==> src/rtl/arcade_input_pkg.sv <==
// Shared scancodes, joystick bit positions and types for the arcade input controller.
package arcade_input_pkg;

   localparam logic [7:0] SC_UP      = 8'h75;
   localparam logic [7:0] SC_DOWN    = 8'h72;
   localparam logic [7:0] SC_LEFT    = 8'h6B;
   localparam logic [7:0] SC_RIGHT   = 8'h74;
   localparam logic [7:0] SC_COIN    = 8'h76;
   localparam logic [7:0] SC_START1  = 8'h05;
   localparam logic [7:0] SC_START2  = 8'h06;
   localparam logic [7:0] SC_FIRE    = 8'h29;
   localparam logic [7:0] SC_BARRIER = 8'h11;

   localparam int JOY_RIGHT   = 0;
   localparam int JOY_LEFT    = 1;
   localparam int JOY_DOWN    = 2;
   localparam int JOY_UP      = 3;
   localparam int JOY_FIRE    = 4;
   localparam int JOY_BARRIER = 5;
   localparam int JOY_COIN    = 6;
   localparam int JOY_START   = 7;

   typedef enum logic [1:0] {
      IDLE  = 2'd0,
      PULSE = 2'd1,
      GAP   = 2'd2
   } coin_state_t;

   typedef struct packed {
      logic up;
      logic down;
      logic left;
      logic right;
      logic coin;
      logic start1;
      logic start2;
      logic fire;
      logic barrier;
   } key_state_t;

   // Unmapped scancodes leave the key state untouched.
   function automatic key_state_t key_apply(key_state_t k, logic [7:0] code, logic pressed);
      key_state_t r;
      r = k;
      case (code)
         SC_UP:      r.up      = pressed;
         SC_DOWN:    r.down    = pressed;
         SC_LEFT:    r.left    = pressed;
         SC_RIGHT:   r.right   = pressed;
         SC_COIN:    r.coin    = pressed;
         SC_START1:  r.start1  = pressed;
         SC_START2:  r.start2  = pressed;
         SC_FIRE:    r.fire    = pressed;
         SC_BARRIER: r.barrier = pressed;
         default:    r         = k;
      endcase
      return r;
   endfunction

endpackage

==> src/rtl/arcade_input_ctrl_if.sv <==
// Key-event, joystick and game-button bundle between user_io and the controller.
interface arcade_input_ctrl_if;
   logic       key_strobe;
   logic       key_pressed;
   logic [7:0] key_code;
   logic [7:0] joystick_0;
   logic [7:0] joystick_1;
   logic       btn_left;
   logic       btn_right;
   logic       btn_fire;
   logic       btn_barrier;
   logic       btn_coin;
   logic [1:0] btn_player_start;
   logic [1:0] coin_pending;

   modport master (
      output key_strobe, key_pressed, key_code, joystick_0, joystick_1,
      input  btn_left, btn_right, btn_fire, btn_barrier, btn_coin,
             btn_player_start, coin_pending
   );

   modport slave (
      input  key_strobe, key_pressed, key_code, joystick_0, joystick_1,
      output btn_left, btn_right, btn_fire, btn_barrier, btn_coin,
             btn_player_start, coin_pending
   );
endinterface

==> src/rtl/arcade_input_ctrl_coin_sequencer.sv <==
// Coin sequencer: coin-level edge detect, saturating credit queue and frame-timed pulse FSM.
// state | meaning
// IDLE  | waiting for a queued credit
// PULSE | btn_coin high for PULSE_FRAMES frame ticks
// GAP   | btn_coin forced low for GAP_FRAMES frame ticks
module coin_sequencer
   import arcade_input_pkg::*;
#(
   parameter int PULSE_FRAMES = 4,
   parameter int GAP_FRAMES   = 4,
   parameter int COIN_QDEPTH  = 3
) (
   input  logic       clk_sys,
   input  logic       reset,
   input  logic       coin_level,
   input  logic       frame_tick,
   output logic       btn_coin,
   output logic [1:0] coin_pending
);

   localparam int MAXF = (PULSE_FRAMES > GAP_FRAMES) ? PULSE_FRAMES : GAP_FRAMES;
   localparam int CW   = $clog2(MAXF + 1);
   localparam logic [1:0] QMAX = 2'(COIN_QDEPTH);

   coin_state_t   state, state_n;
   logic [CW-1:0] frame_cnt, frame_cnt_n;
   logic [1:0]    queue, queue_n;
   logic          coin_prev;
   logic          req, deq;

   assign req = coin_level & ~coin_prev;

   always_ff @(posedge clk_sys or posedge reset) begin
      if (reset) begin
         state     <= IDLE;
         frame_cnt <= '0;
         queue     <= '0;
         coin_prev <= 1'b0;
      end else begin
         state     <= state_n;
         frame_cnt <= frame_cnt_n;
         queue     <= queue_n;
         coin_prev <= coin_level;
      end
   end

   always_comb begin
      state_n     = state;
      frame_cnt_n = frame_cnt;
      deq         = 1'b0;
      case (state)
         IDLE: begin
            frame_cnt_n = '0;
            if (queue != 2'd0) begin
               state_n = PULSE;
               deq     = 1'b1;
            end
         end
         PULSE: if (frame_tick) begin
            if (frame_cnt == CW'(PULSE_FRAMES - 1)) begin
               state_n     = GAP;
               frame_cnt_n = '0;
            end else begin
               frame_cnt_n = frame_cnt + 1'b1;
            end
         end
         GAP: if (frame_tick) begin
            if (frame_cnt == CW'(GAP_FRAMES - 1)) begin
               state_n     = IDLE;
               frame_cnt_n = '0;
            end else begin
               frame_cnt_n = frame_cnt + 1'b1;
            end
         end
         default: begin
            state_n     = IDLE;
            frame_cnt_n = '0;
         end
      endcase

      // A request coinciding with a dequeue replaces the departing credit.
      queue_n = queue;
      if (req && !deq) begin
         if (queue != QMAX) queue_n = queue + 2'd1;
      end else if (!req && deq) begin
         queue_n = queue - 2'd1;
      end
   end

   assign btn_coin     = (state == PULSE);
   assign coin_pending = queue;

endmodule

==> src/rtl/arcade_input_ctrl.sv <==
// Arcade input controller: key latches, joystick merge, rotation mapping and coin sequencing.
// Optional autofire on btn_fire is built only when ARCADE_INPUT_AUTOFIRE_EN is defined.
module arcade_input_ctrl
   import arcade_input_pkg::*;
#(
   parameter int PULSE_FRAMES = 4,
   parameter int GAP_FRAMES   = 4,
   parameter int COIN_QDEPTH  = 3,
   parameter int AUTOFIRE_DIV = 4
) (
   input  logic clk_sys,
   input  logic reset,
   input  logic rotate,
   input  logic vblank,
   input  logic autofire_on,
   arcade_input_ctrl_if.slave io
);

   key_state_t keys, keys_n;
   logic       vblank_prev, frame_tick;
   logic       up_n, down_n, left_n, right_n, fire_n, barrier_n, coin_n;
   logic       fire_out_n;
   logic       left_q, right_q, fire_q, barrier_q;
   logic [1:0] start_q;
   logic       btn_coin_w;
   logic [1:0] coin_pending_w;

   // Outputs are registered from the post-strobe key state for single-cycle latency.
   always_comb begin
      keys_n = io.key_strobe ? key_apply(keys, io.key_code, io.key_pressed) : keys;
   end

   assign frame_tick = vblank & ~vblank_prev;
   assign up_n      = keys_n.up      | io.joystick_0[JOY_UP]      | io.joystick_1[JOY_UP];
   assign down_n    = keys_n.down    | io.joystick_0[JOY_DOWN]    | io.joystick_1[JOY_DOWN];
   assign left_n    = keys_n.left    | io.joystick_0[JOY_LEFT]    | io.joystick_1[JOY_LEFT];
   assign right_n   = keys_n.right   | io.joystick_0[JOY_RIGHT]   | io.joystick_1[JOY_RIGHT];
   assign fire_n    = keys_n.fire    | io.joystick_0[JOY_FIRE]    | io.joystick_1[JOY_FIRE];
   assign barrier_n = keys_n.barrier | io.joystick_0[JOY_BARRIER] | io.joystick_1[JOY_BARRIER];
   assign coin_n    = keys_n.coin    | io.joystick_0[JOY_COIN]    | io.joystick_1[JOY_COIN];

`ifdef ARCADE_INPUT_AUTOFIRE_EN
   localparam int AW = (AUTOFIRE_DIV > 1) ? $clog2(AUTOFIRE_DIV) : 1;
   logic [AW-1:0] af_cnt, af_cnt_n;
   logic          af_low, af_low_n;

   always_comb begin
      af_cnt_n = af_cnt;
      af_low_n = af_low;
      if (!(fire_n && autofire_on)) begin
         af_cnt_n = '0;
         af_low_n = 1'b0;
      end else if (frame_tick) begin
         if (af_cnt == AW'(AUTOFIRE_DIV - 1)) begin
            af_cnt_n = '0;
            af_low_n = ~af_low;
         end else begin
            af_cnt_n = af_cnt + 1'b1;
         end
      end
   end

   always_ff @(posedge clk_sys or posedge reset) begin
      if (reset) begin
         af_cnt <= '0;
         af_low <= 1'b0;
      end else begin
         af_cnt <= af_cnt_n;
         af_low <= af_low_n;
      end
   end

   assign fire_out_n = fire_n & ~af_low_n;
`else
   localparam int unused_autofire_div = AUTOFIRE_DIV;
   logic unused_autofire_on;
   assign unused_autofire_on = autofire_on;
   assign fire_out_n         = fire_n;
`endif

   always_ff @(posedge clk_sys or posedge reset) begin
      if (reset) begin
         keys        <= '0;
         vblank_prev <= 1'b0;
         left_q      <= 1'b0;
         right_q     <= 1'b0;
         fire_q      <= 1'b0;
         barrier_q   <= 1'b0;
         start_q     <= 2'b00;
      end else begin
         keys        <= keys_n;
         vblank_prev <= vblank;
         left_q      <= rotate ? left_n  : down_n;
         right_q     <= rotate ? right_n : up_n;
         fire_q      <= fire_out_n;
         barrier_q   <= barrier_n;
         start_q     <= {keys_n.start2 | io.joystick_1[JOY_START],
                         keys_n.start1 | io.joystick_0[JOY_START]};
      end
   end

   coin_sequencer #(
      .PULSE_FRAMES (PULSE_FRAMES),
      .GAP_FRAMES   (GAP_FRAMES),
      .COIN_QDEPTH  (COIN_QDEPTH)
   ) u_coin (
      .clk_sys      (clk_sys),
      .reset        (reset),
      .coin_level   (coin_n),
      .frame_tick   (frame_tick),
      .btn_coin     (btn_coin_w),
      .coin_pending (coin_pending_w)
   );

   assign io.btn_left         = left_q;
   assign io.btn_right        = right_q;
   assign io.btn_fire         = fire_q;
   assign io.btn_barrier      = barrier_q;
   assign io.btn_player_start = start_q;
   assign io.btn_coin         = btn_coin_w;
   assign io.coin_pending     = coin_pending_w;

endmodule
==> src/flat_wrapper.sv <==
// flat-port wrapper written by rule: the top's interface ports become plain ports
module arcade_input_ctrl_flat import arcade_input_pkg::*;
#(
   parameter int PULSE_FRAMES = 4,
   parameter int GAP_FRAMES   = 4,
   parameter int COIN_QDEPTH  = 3,
   parameter int AUTOFIRE_DIV = 4
)
  (clk_sys, reset, rotate, vblank, autofire_on, io_key_strobe, io_key_pressed, io_key_code, io_joystick_0, io_joystick_1, io_btn_left, io_btn_right, io_btn_fire, io_btn_barrier, io_btn_coin, io_btn_player_start, io_coin_pending);
  arcade_input_ctrl_if io_i ();
  input  logic clk_sys;
  input  logic reset;
  input  logic rotate;
  input  logic vblank;
  input  logic autofire_on;
  input wire logic [$bits(io_i.key_strobe)-1:0] io_key_strobe;
  input wire logic [$bits(io_i.key_pressed)-1:0] io_key_pressed;
  input wire logic [$bits(io_i.key_code)-1:0] io_key_code;
  input wire logic [$bits(io_i.joystick_0)-1:0] io_joystick_0;
  input wire logic [$bits(io_i.joystick_1)-1:0] io_joystick_1;
  output wire logic [$bits(io_i.btn_left)-1:0] io_btn_left;
  output wire logic [$bits(io_i.btn_right)-1:0] io_btn_right;
  output wire logic [$bits(io_i.btn_fire)-1:0] io_btn_fire;
  output wire logic [$bits(io_i.btn_barrier)-1:0] io_btn_barrier;
  output wire logic [$bits(io_i.btn_coin)-1:0] io_btn_coin;
  output wire logic [$bits(io_i.btn_player_start)-1:0] io_btn_player_start;
  output wire logic [$bits(io_i.coin_pending)-1:0] io_coin_pending;
  assign io_i.key_strobe = io_key_strobe;
  assign io_i.key_pressed = io_key_pressed;
  assign io_i.key_code = io_key_code;
  assign io_i.joystick_0 = io_joystick_0;
  assign io_i.joystick_1 = io_joystick_1;
  assign io_btn_left = io_i.btn_left;
  assign io_btn_right = io_i.btn_right;
  assign io_btn_fire = io_i.btn_fire;
  assign io_btn_barrier = io_i.btn_barrier;
  assign io_btn_coin = io_i.btn_coin;
  assign io_btn_player_start = io_i.btn_player_start;
  assign io_coin_pending = io_i.coin_pending;
  arcade_input_ctrl #(.PULSE_FRAMES(PULSE_FRAMES), .GAP_FRAMES(GAP_FRAMES), .COIN_QDEPTH(COIN_QDEPTH), .AUTOFIRE_DIV(AUTOFIRE_DIV)) u_core (.clk_sys(clk_sys), .reset(reset), .rotate(rotate), .vblank(vblank), .autofire_on(autofire_on), .io(io_i));
endmodule
==> config.mk <==
export PLATFORM = sky130hd
export DESIGN_NAME = arcade_input_ctrl_flat
export DESIGN_NICKNAME = d
export VERILOG_FILES = /design/src/rtl/arcade_input_pkg.sv /design/src/rtl/arcade_input_ctrl_if.sv /design/src/rtl/arcade_input_ctrl_coin_sequencer.sv /design/src/rtl/arcade_input_ctrl.sv /design/src/flat_wrapper.sv
export SDC_FILE = /design/constraint.sdc
export NUM_CORES = 1
export LEC_CHECK = 0
export CORE_MARGIN = 2
export CORE_UTILIZATION = 48
export CTS_BUF_LIST = sky130_fd_sc_hd__clkbuf_16
export DETAILED_ROUTE_END_ITERATION = 7
export PLACE_DENSITY = 0.88
export SLEW_MARGIN = 20
export SYNTH_ARGS = -nofsm -noshare
export SYNTH_HDL_FRONTEND = slang
export SYNTH_HIERARCHICAL = 1
export SYNTH_SLANG_ARGS = --single-unit
==> constraint.sdc <==
create_clock -name clk_sys -period 2.25 [get_ports clk_sys]
set_input_delay 0.45 -clock clk_sys [delete_from_list [all_inputs] [get_ports clk_sys]]
set_output_delay 0.45 -clock clk_sys [all_outputs]
set_load 0.005 [all_outputs]
# Word level (Yosys, flattened, before mapping)
# Cells that the tools add are included.
op_classes:
  n_addsub: 3
  mul: 0
  div_mod_pow: 0
  n_lt_le_gt_ge: 0
  n_eq_ne: 20
  shift: 0
  n_mux: 26
  bitwise: 20
  reduce_logical: 10
op_table:
  columns: ["cell", "n"]
  rows:
  - ["== test 8 x 7 -> 1 bit, second input constant", 5]
  - ["== test 8 x 3 -> 1 bit, second input constant", 2]
  - ["two-way mux 2 bit", 8]
  - ["OR 1 bit", 16]
  - ["two-way mux 1 bit", 13]
  - ["inequality test 2 x 1 -> 1 bit, second input constant", 5]
  - ["two-way mux 3 bit", 3]
  - ["two-way mux 9 bit", 1]
  - ["== test 8 x 5 -> 1 bit, second input constant", 1]
  - ["== test 8 x 6 -> 1 bit, second input constant", 1]
  - ["inequality test 2 bit, second input constant", 3]
  - ["case mux 2 bit (3 select lines)", 1]
  - ["AND reduction 5 bit", 1]
  - ["nonzero test 2 bit", 2]
  - ["adder 3 x 1 -> 3 bit, second input constant", 1]
  - ["== test 3 x 2 -> 1 bit, second input constant", 1]
  - ["adder 2 x 1 -> 2 bit, second input constant", 1]
  - ["bitwise AND 1 bit", 2]
  - ["== test 2 x 1 -> 1 bit, second input constant", 1]
  - ["== test 2 bit, second input constant", 1]
  - ["logical AND 1 bit", 2]
  - ["logical NOT 1 bit", 2]
  - ["logical NOT 2 bit", 1]
  - ["inverter 1 bit", 2]
  - ["other kinds (3)", 3]
totals:
  ff_bits: 24
  latchBits: 0
  ram_bits: 0
  rom_bits: 0
  inputBits: 31
  output_inout_bits: 9
  n_memories: 0

# Logic depth before layout (Yosys ltp)
# Gate-level depths: netlist of run 1.
depth:
  word_depth: 10
  ltp_mapped: 7
  ltp_nobuf: 7

# Modules after synthesis
# Netlist of run 1, hierarchy kept.
modules_own_cells:
  columns: ["mod", "instances", "cells_each", "area_per_inst_um2", "seq_area_each_um2"]
  rows:
  - ["arcade_input_ctrl", 1, 60, 735.7, 400.4]
  - ["coin_sequencer", 1, 42, 449.2, 200.2]

# Least setup slack after synthesis of run 1
# OpenSTA, ideal clock, no wires.
synth_path:
  path_kind: "input port to flip-flop"
  startpoint: "input port io_key_code[7]"
  endpoint: "register u_core.u_coin.queue[1], in the netlist u_core/u_coin/coin_pending[1]"
  t_arrival_ns: 2.040
  path_slack_ns: 0.089
  stages: 7
  cell_sequence: "nand4b_1 -> nor3_1 -> mux2_2 -> or3_1 -> nor2b_1 -> a21o_2 -> a22o_1"
synth_rtl:
  columns: ["element", "line_no", "rtl"]
  rows:
  - ["from (decl)", "flat_wrapper.sv:18", "input wire logic [$bits(io_i.key_code)-1:0] io_key_code;"]
  - ["to (signal assigned)", "arcade_input_ctrl_coin_sequencer.sv:42", "queue <= queue_n;"]
  - ["to (decl)", "arcade_input_ctrl_coin_sequencer.sv:27", "logic [1:0] queue, queue_n;"]

==> results.toml, run 1 <==
[outcome]
status = "finished clean"

[synth]
synthMuxAreaShare_pct = 11.0
ys_ff_latch = 24
yosysTopAreaCell = "dfrtp_1"
synth_top_family_by_area = "simple AND/OR/NAND/NOR gates"
syn-cell-area_um2 = 1180
synth_edf_count = 0
ys_seq_area_share_pct = 50.7
synth_top_flop_cell = "dfrtp_1"
synth_cells = 102
synthAdderAreaFrac_pct = 5.28
yosys.cell_types.count = 31
syn_area_per_cell_um2 = 11.6
synth_top_area_share_pct = 50.7
yosys.area_share.xor_xnor_pct = 0.739
synth-async-reset-ratio_pct = 100
yosys.area_share.simple_pct = 22.7
yosysWarnings = 6
synth_compound_area_share_pct = 7.39
synth_nets = 138
ys_top_cells_by_area = "dfrtp_1, mux2_2, ha_1, or3_1, mux2_4"

[placed_design]
dp_hpwl_mm = 2.15
dpl_worst_slack_ns = -0.551
dp_cells = 185
place_congestion = 0.959
io_buffers = 38

[global_route]
track_usage_pct = 25.4
first_global_vias = 1155
grt_max_degree = 17
grt_pass1_wl_mm = 5.11
grt-ovfl-total = 0
antenna_found_initial = 0

[timing]
fmax_mhz = 460
relSlewSlack_pct = 60.6
worst_slew_pin_slew_ns = 0.590
fin_skew_ns = 0.00435
hold_viol = 0
setup_viol = 0
setup_ws_ns = 0.0781
period_needed_ns = 2.17
slew_viol_final = 0
rsz0062_at_grt = "no"
min_period_over_period_pct = 96.5

[drt]
wl_per_cell_um = 16.7
via_per_inst = 5.40
remaining_drc_errors = 0
ant_nets = 0
drtIter0Drc = 22
first_pass_iters = 4
num_vias = 1058
detail_route.wirelength_mm = 3.28

[floorplanning]
die_w_um = 53.7
initial_core_util_pct = 49.2
dieArea_um2 = 2880
std_cell_rows = 18
core-area_um2 = 2410
die_h_um = 53.7
ioPinCount = 40

[clock_tree]
clockBufferDepth = 2
insertion_delay_ns = 0.26
cts_buffers = 3
path_clk_slew_ns = 0.06
clock-sinks = 24
cts_root_buf = "clkbuf_16"
cts_tree = "done"
htree_levels = 1

[job]
cap_viol_max_count = 0

[power_and_ir_drop]
p_total_w = 0.00157
ir_drop_uv = 993
p_leak_nw = 0.882
p_per_area_nw_per_um2 = 819

[worst_setup_path]
crit_path_cell_trace = "dlygate4sd2_1 > nand3b_1 > nor3_4 > mux2_4 > or3_4 > nor2b_4 > a21o_2 > a22o_1"
crit_path_end_kind = "flip-flop"
crit_type = "in2reg"
critical_path.max_stage_delay_ns = 0.35
required_ns = 2.40
worst-path-buf-inv = 1
worstPathMaxFanout = 3
cp_top_family = "simple AND/OR/NAND/NOR gates"
crit_path_start_kind = "primary input"
crit_arrival_ns = 2.32
slowest_stage = "or3_4"

[cells_and_area]
antennaDiodeCount = 0
layout.cells.non_filler = 196
drive_gt1_share_pct = 28.3
nets = 203
areaGrowthSynthToFinish_pct = 61.4

[min_path]
hp-class = "in2async"
## path summary, 6_finish.rpt
check	startpoint	end	slack (ns)	cells past startpoint
min in group clk_sys	u_core/keys[1]$_DFF_PP0_	u_core/keys[1]$_DFF_PP0_	0.49	1
max in group asynchronous	reset	u_core/keys[0]$_DFF_PP0_	1.29	2
worst max-delay path	io_key_code[3]	u_core/u_coin/coin_pending[1]$_DFFE_PP0P_	0.08	8
worst max register to register	u_core/keys[4]$_DFF_PP0_	u_core/u_coin/coin_pending[1]$_DFFE_PP0P_	0.64	5
worst min-delay path	reset	u_core/u_coin/frame_cnt[2]$_DFFE_PP0P_	0.46	2
worst min register to register	u_core/keys[1]$_DFF_PP0_	u_core/keys[1]$_DFF_PP0_	0.49	1
## state kept, by name (all words and copies together) (netlist names)
register,count
u_core/io.btn_barrier,1
u_core/u_coin/coin_prev,1
u_core/io.btn_fire,1
u_core/keys,9
u_core/u_coin/state,2
u_core/vblank_prev,1
u_core/io.btn_left,1
u_core/u_coin/frame_cnt,3
u_core/io.btn_player_start,2
u_core/u_coin/coin_pending,2
u_core/io.btn_right,1
## layout by cell type, fill, tap and decap left out, drive strengths merged, types with 2 or more instances in the layout
| master | n |
|---|---|
| a21boi | 2 |
| nor4 | 2 |
| inv | 7 |
| or2 | 2 |
| nor4b | 3 |
| nand2b | 4 |
| clkdlybuf4s50 | 29 |
| o21ai | 2 |
| o22ai | 2 |
| nand3b | 3 |
| mux2 | 10 |
| or3 | 5 |
| nand4b | 3 |
| buf | 22 |
| dfrtp | 24 |
| o22a | 2 |
| nor2b | 3 |
| nand2 | 5 |
| nor2 | 4 |
| clkbuf | 4 |
| nor3 | 4 |
| dlygate4sd2 | 8 |
| nor3b | 2 |
| ha | 5 |
## repair_timing
item	in CTS	in global routing
resized for setup	16	6
buffers inserted	7	0
setup endpoints to repair	3	3
hold buffers	0	0
pin swaps	4	3
## cell families (layout without fill, tap and decap cells)
family / Yosys count / after routing
fa+ha+maj: 5 / 5
xor+xnor: 1 / 1
buf+inv: 7 / 71
simple gates: 42 / 42
flops: 24 / 24
mux: 11 / 11
compound gates: 12 / 12
## per-layer routing
layer | part of all wire (%) | vias up | global-route usage (%)
met4 | 1.9 | 0 | 9.83
met1 | 38 | 511 | 28.6
li1 | - | 496 | -
met5 | 0 | - | 0
met2 | 54 | 44 | 45.5
met3 | 6.1 | 7 | 6.39
## synth_stat cells (all sizes together) (3+ instances only)
library cell	count
dfrtp	24
mux2	10
inv	7
ha	5
nand2	5
or3	5
nand2b	4
nor2	4
nor3	4
nand3b	3
nand4b	3
nor2b	3
nor4b	3
## through the flow
step	hold slack, ns	TNS (ns)	instance area [µm²]	utilization [%]
2_1_floorplan	0.266	0	1180	-
3_3_place_gp	0.478	-0.909	1720	71.2
3_5_place_dp	0.482	-1.45	1720	71.2
4_1_cts	0.474	0	1900	78.7
5_1_grt	0.511	0	1910	79.3
6_report	0.464	0	1910	79.3
## power breakdown
part | internal [W] | switching [W]
sequential | 0.000497 | 0.0000639
clock | 0.000354 | 0.000156
combinational | 0.000282 | 0.000212
total | 0.00113 | 0.000433
## area by class of cell
type                    instances  area (µm²)
clock buffers                   3        75.1
clock inverters                 1        30.0
fillers                       137         498
inverters                       7        26.3
multi-input cells              71         612
flip-flops and latches         24         601
well taps                      30        37.5
repair buffers                 60         531
(Power assumes the default switching activity.)
==> run 2, diff against run 1 <==
--- a/config.mk
+++ b/config.mk
@@ -5,11 +5,12 @@
 export SDC_FILE = /design/constraint.sdc
 export NUM_CORES = 1
 export LEC_CHECK = 0
+export CORE_ASPECT_RATIO = 1.1
 export CORE_MARGIN = 2
-export CORE_UTILIZATION = 48
-export CTS_BUF_LIST = sky130_fd_sc_hd__clkbuf_16
+export CORE_UTILIZATION = 50
+export CTS_BUF_LIST = sky130_fd_sc_hd__clkbuf_8
 export DETAILED_ROUTE_END_ITERATION = 7
-export PLACE_DENSITY = 0.88
+export PLACE_DENSITY = 0.91
 export SLEW_MARGIN = 20
 export SYNTH_ARGS = -nofsm -noshare
 export SYNTH_HDL_FRONTEND = slang
==> results.toml, run 2 (synthesized netlist as in run 1, its figures left out) <==
[timing]
relSlewSlack_pct = 60.7
slew_viol_final = 0
fmax_mhz = 457
min_period_over_period_pct = 97.2
fin_skew_ns = 0.00166
setup_viol = 0
period_needed_ns = 2.19
rsz0062_at_grt = "no"
worst_slew_pin_slew_ns = 0.590
hold_viol = 0

[cells_and_area]
reg_top3 = "u_core/keys: 9 flops, u_core/u_coin/frame_cnt: 3 flops"
postLayoutCellArea_um2 = 1830
registers.top_by_ff_count = "u_core/keys"
drive_gt1_share_pct = 27.2
layout_common_cells = "clkdlybuf4s50_1, dfrtp_1, buf_4"
largest_reg_flops = 9
antennaDiodeCount = 0
areaGrowthSynthToFinish_pct = 54.6
nFillCells = 133
layout_commonest_cell = "clkdlybuf4s50_1"
nets = 200
final_core_util_pct = 81.3

[worst_setup_path]
crit_path_start_kind = "primary input"
crit_arrival_ns = 2.33
worstPathMaxFanout = 3
crit_type = "in2reg"
required_ns = 2.40
crit_path_end_kind = "flip-flop"

[floorplanning]
die_h_um = 55.1
dieArea_um2 = 2780
std_cell_rows = 18
ioPinCount = 40
die_w_um = 50.4
core-area_um2 = 2250
initial_core_util_pct = 52.6

[placed_design]
placed_area_um2 = 1720
dp_hpwl_mm = 2.24
place_congestion = 0.919
io_buffers = 38

[clock_tree]
htree_levels = 1
cts_tree = "done"
insertion_delay_ns = 0.26
cts_buffers = 3
cts_root_buf = "clkbuf_8"
path_clk_slew_ns = 0.08
clockBufferDepth = 2
clock-sinks = 24

[global_route]
globalRoute.busiestLayer = "met2"
use_met3_pct = 3.23
grt_pass1_wl_mm = 4.93
grt_max_degree = 17
track_usage_pct = 24.9
grt_util_met1_pct = 26.6
grtUsageMet2_pct = 49.3
grt-ovfl-total = 0
antenna_found_initial = 0
first_global_vias = 1099

[drt]
ant_nets = 0
remaining_drc_errors = 0
via_per_inst = 5.62
num_vias = 1079
detail_route.wirelength_mm = 3.34
drtIter0Drc = 23
first_pass_iters = 4
wl_per_cell_um = 17.4

[job]
cap_viol_max_count = 0

[power_and_ir_drop]
ir_drop_uv = 561
p_leak_nw = 0.837
p_total_w = 0.00131
p_per_area_nw_per_um2 = 715

[outcome]
status = "finished clean"

[min_path]
hp-class = "in2async"
-- run 2: routing by layer --
layer	vias to the layer above	share of wire [%]
li1	490	-
met1	545	38
met2	37	56
met3	7	4.1
met4	0	1.9
met5	-	0
-- run 2: worst max-delay path, stage by stage --
cell and delay, ns:
clkdlybuf4s15_1 0.17, nand4b_1 0.27, nor3_4 0.23, mux2_4 0.33, or3_4 0.36, nor2b_4 0.14, a21o_2 0.19, a22o_1 0.19
-- run 2: cell type report --
cell class | count | area (µm²) | area share (%)
Tap cell | 30 | 37.5 | 2.05
Inverter | 7 | 26.3 | 1.43
Sequential cell | 24 | 601 | 32.8
Multi-Input combinational cell | 71 | 613 | 33.5
Timing Repair Buffer | 57 | 513 | 28.0
Clock buffer | 3 | 41.3 | 2.25
-- run 2: per-stage QoR --
stage / TNS (ns) / setup WS (ns) / std cells / hold WS, ns
finish: 0 / 0.0635 / 192 / 0.474
global route: 0 / 0.00345 / 192 / 0.513
CTS: 0 / 0.0188 / 192 / 0.482
detailed placement: -1.02 / -0.417 / 185 / 0.483
global placement: -0.808 / -0.360 / 185 / 0.476
floorplan: 0 / 0.0888 / 102 / 0.266
-- run 2: path summary, 6_finish.rpt --
path / from / to / slack [ns] / cells past startpoint
setup / recovery: io_key_code[7] / u_core/u_coin/coin_pending[1]$_DFFE_PP0P_ / 0.06 / 8
hold / removal: reset / u_core/u_coin/frame_cnt[2]$_DFFE_PP0P_ / 0.47 / 2
max in group asynchronous: reset / u_core/io.btn_barrier$_DFF_PP0_ / 1.28 / 2
hold reg to reg: u_core/keys[0]$_DFF_PP0_ / u_core/keys[0]$_DFF_PP0_ / 0.50 / 1
setup reg to reg: u_core/keys[4]$_DFF_PP0_ / u_core/u_coin/coin_pending[1]$_DFFE_PP0P_ / 0.61 / 5
min in group clk_sys: u_core/keys[0]$_DFF_PP0_ / u_core/keys[0]$_DFF_PP0_ / 0.50 / 1
-- run 2: where the power goes --
part | internal (W) | total [W] | switching [W]
sequential | 0.000496 | 0.000561 | 0.0000647
clock | 0.000120 | 0.000247 | 0.000127
combinational | 0.000281 | 0.000502 | 0.000221
total | 0.000897 | 0.00131 | 0.000413
-- run 2: repair_timing --
item	in CTS	in global routing
endpoints found under the hold margin	0	0
endpoints found under the setup margin	1	3
hold buffers	0	0
pin swaps	6	3
buffers inserted	4	0
resized for setup	16	4
==> run 3, diff against run 2 <==
--- a/config.mk
+++ b/config.mk
@@ -11,7 +11,7 @@
 export CTS_BUF_LIST = sky130_fd_sc_hd__clkbuf_8
 export DETAILED_ROUTE_END_ITERATION = 7
 export PLACE_DENSITY = 0.91
-export SLEW_MARGIN = 20
+export SLEW_MARGIN = 5
 export SYNTH_ARGS = -nofsm -noshare
 export SYNTH_HDL_FRONTEND = slang
 export SYNTH_HIERARCHICAL = 1
==> results of run 3 <==
Same layout as run 2: the final DEF is identical, and so are final timing and power.
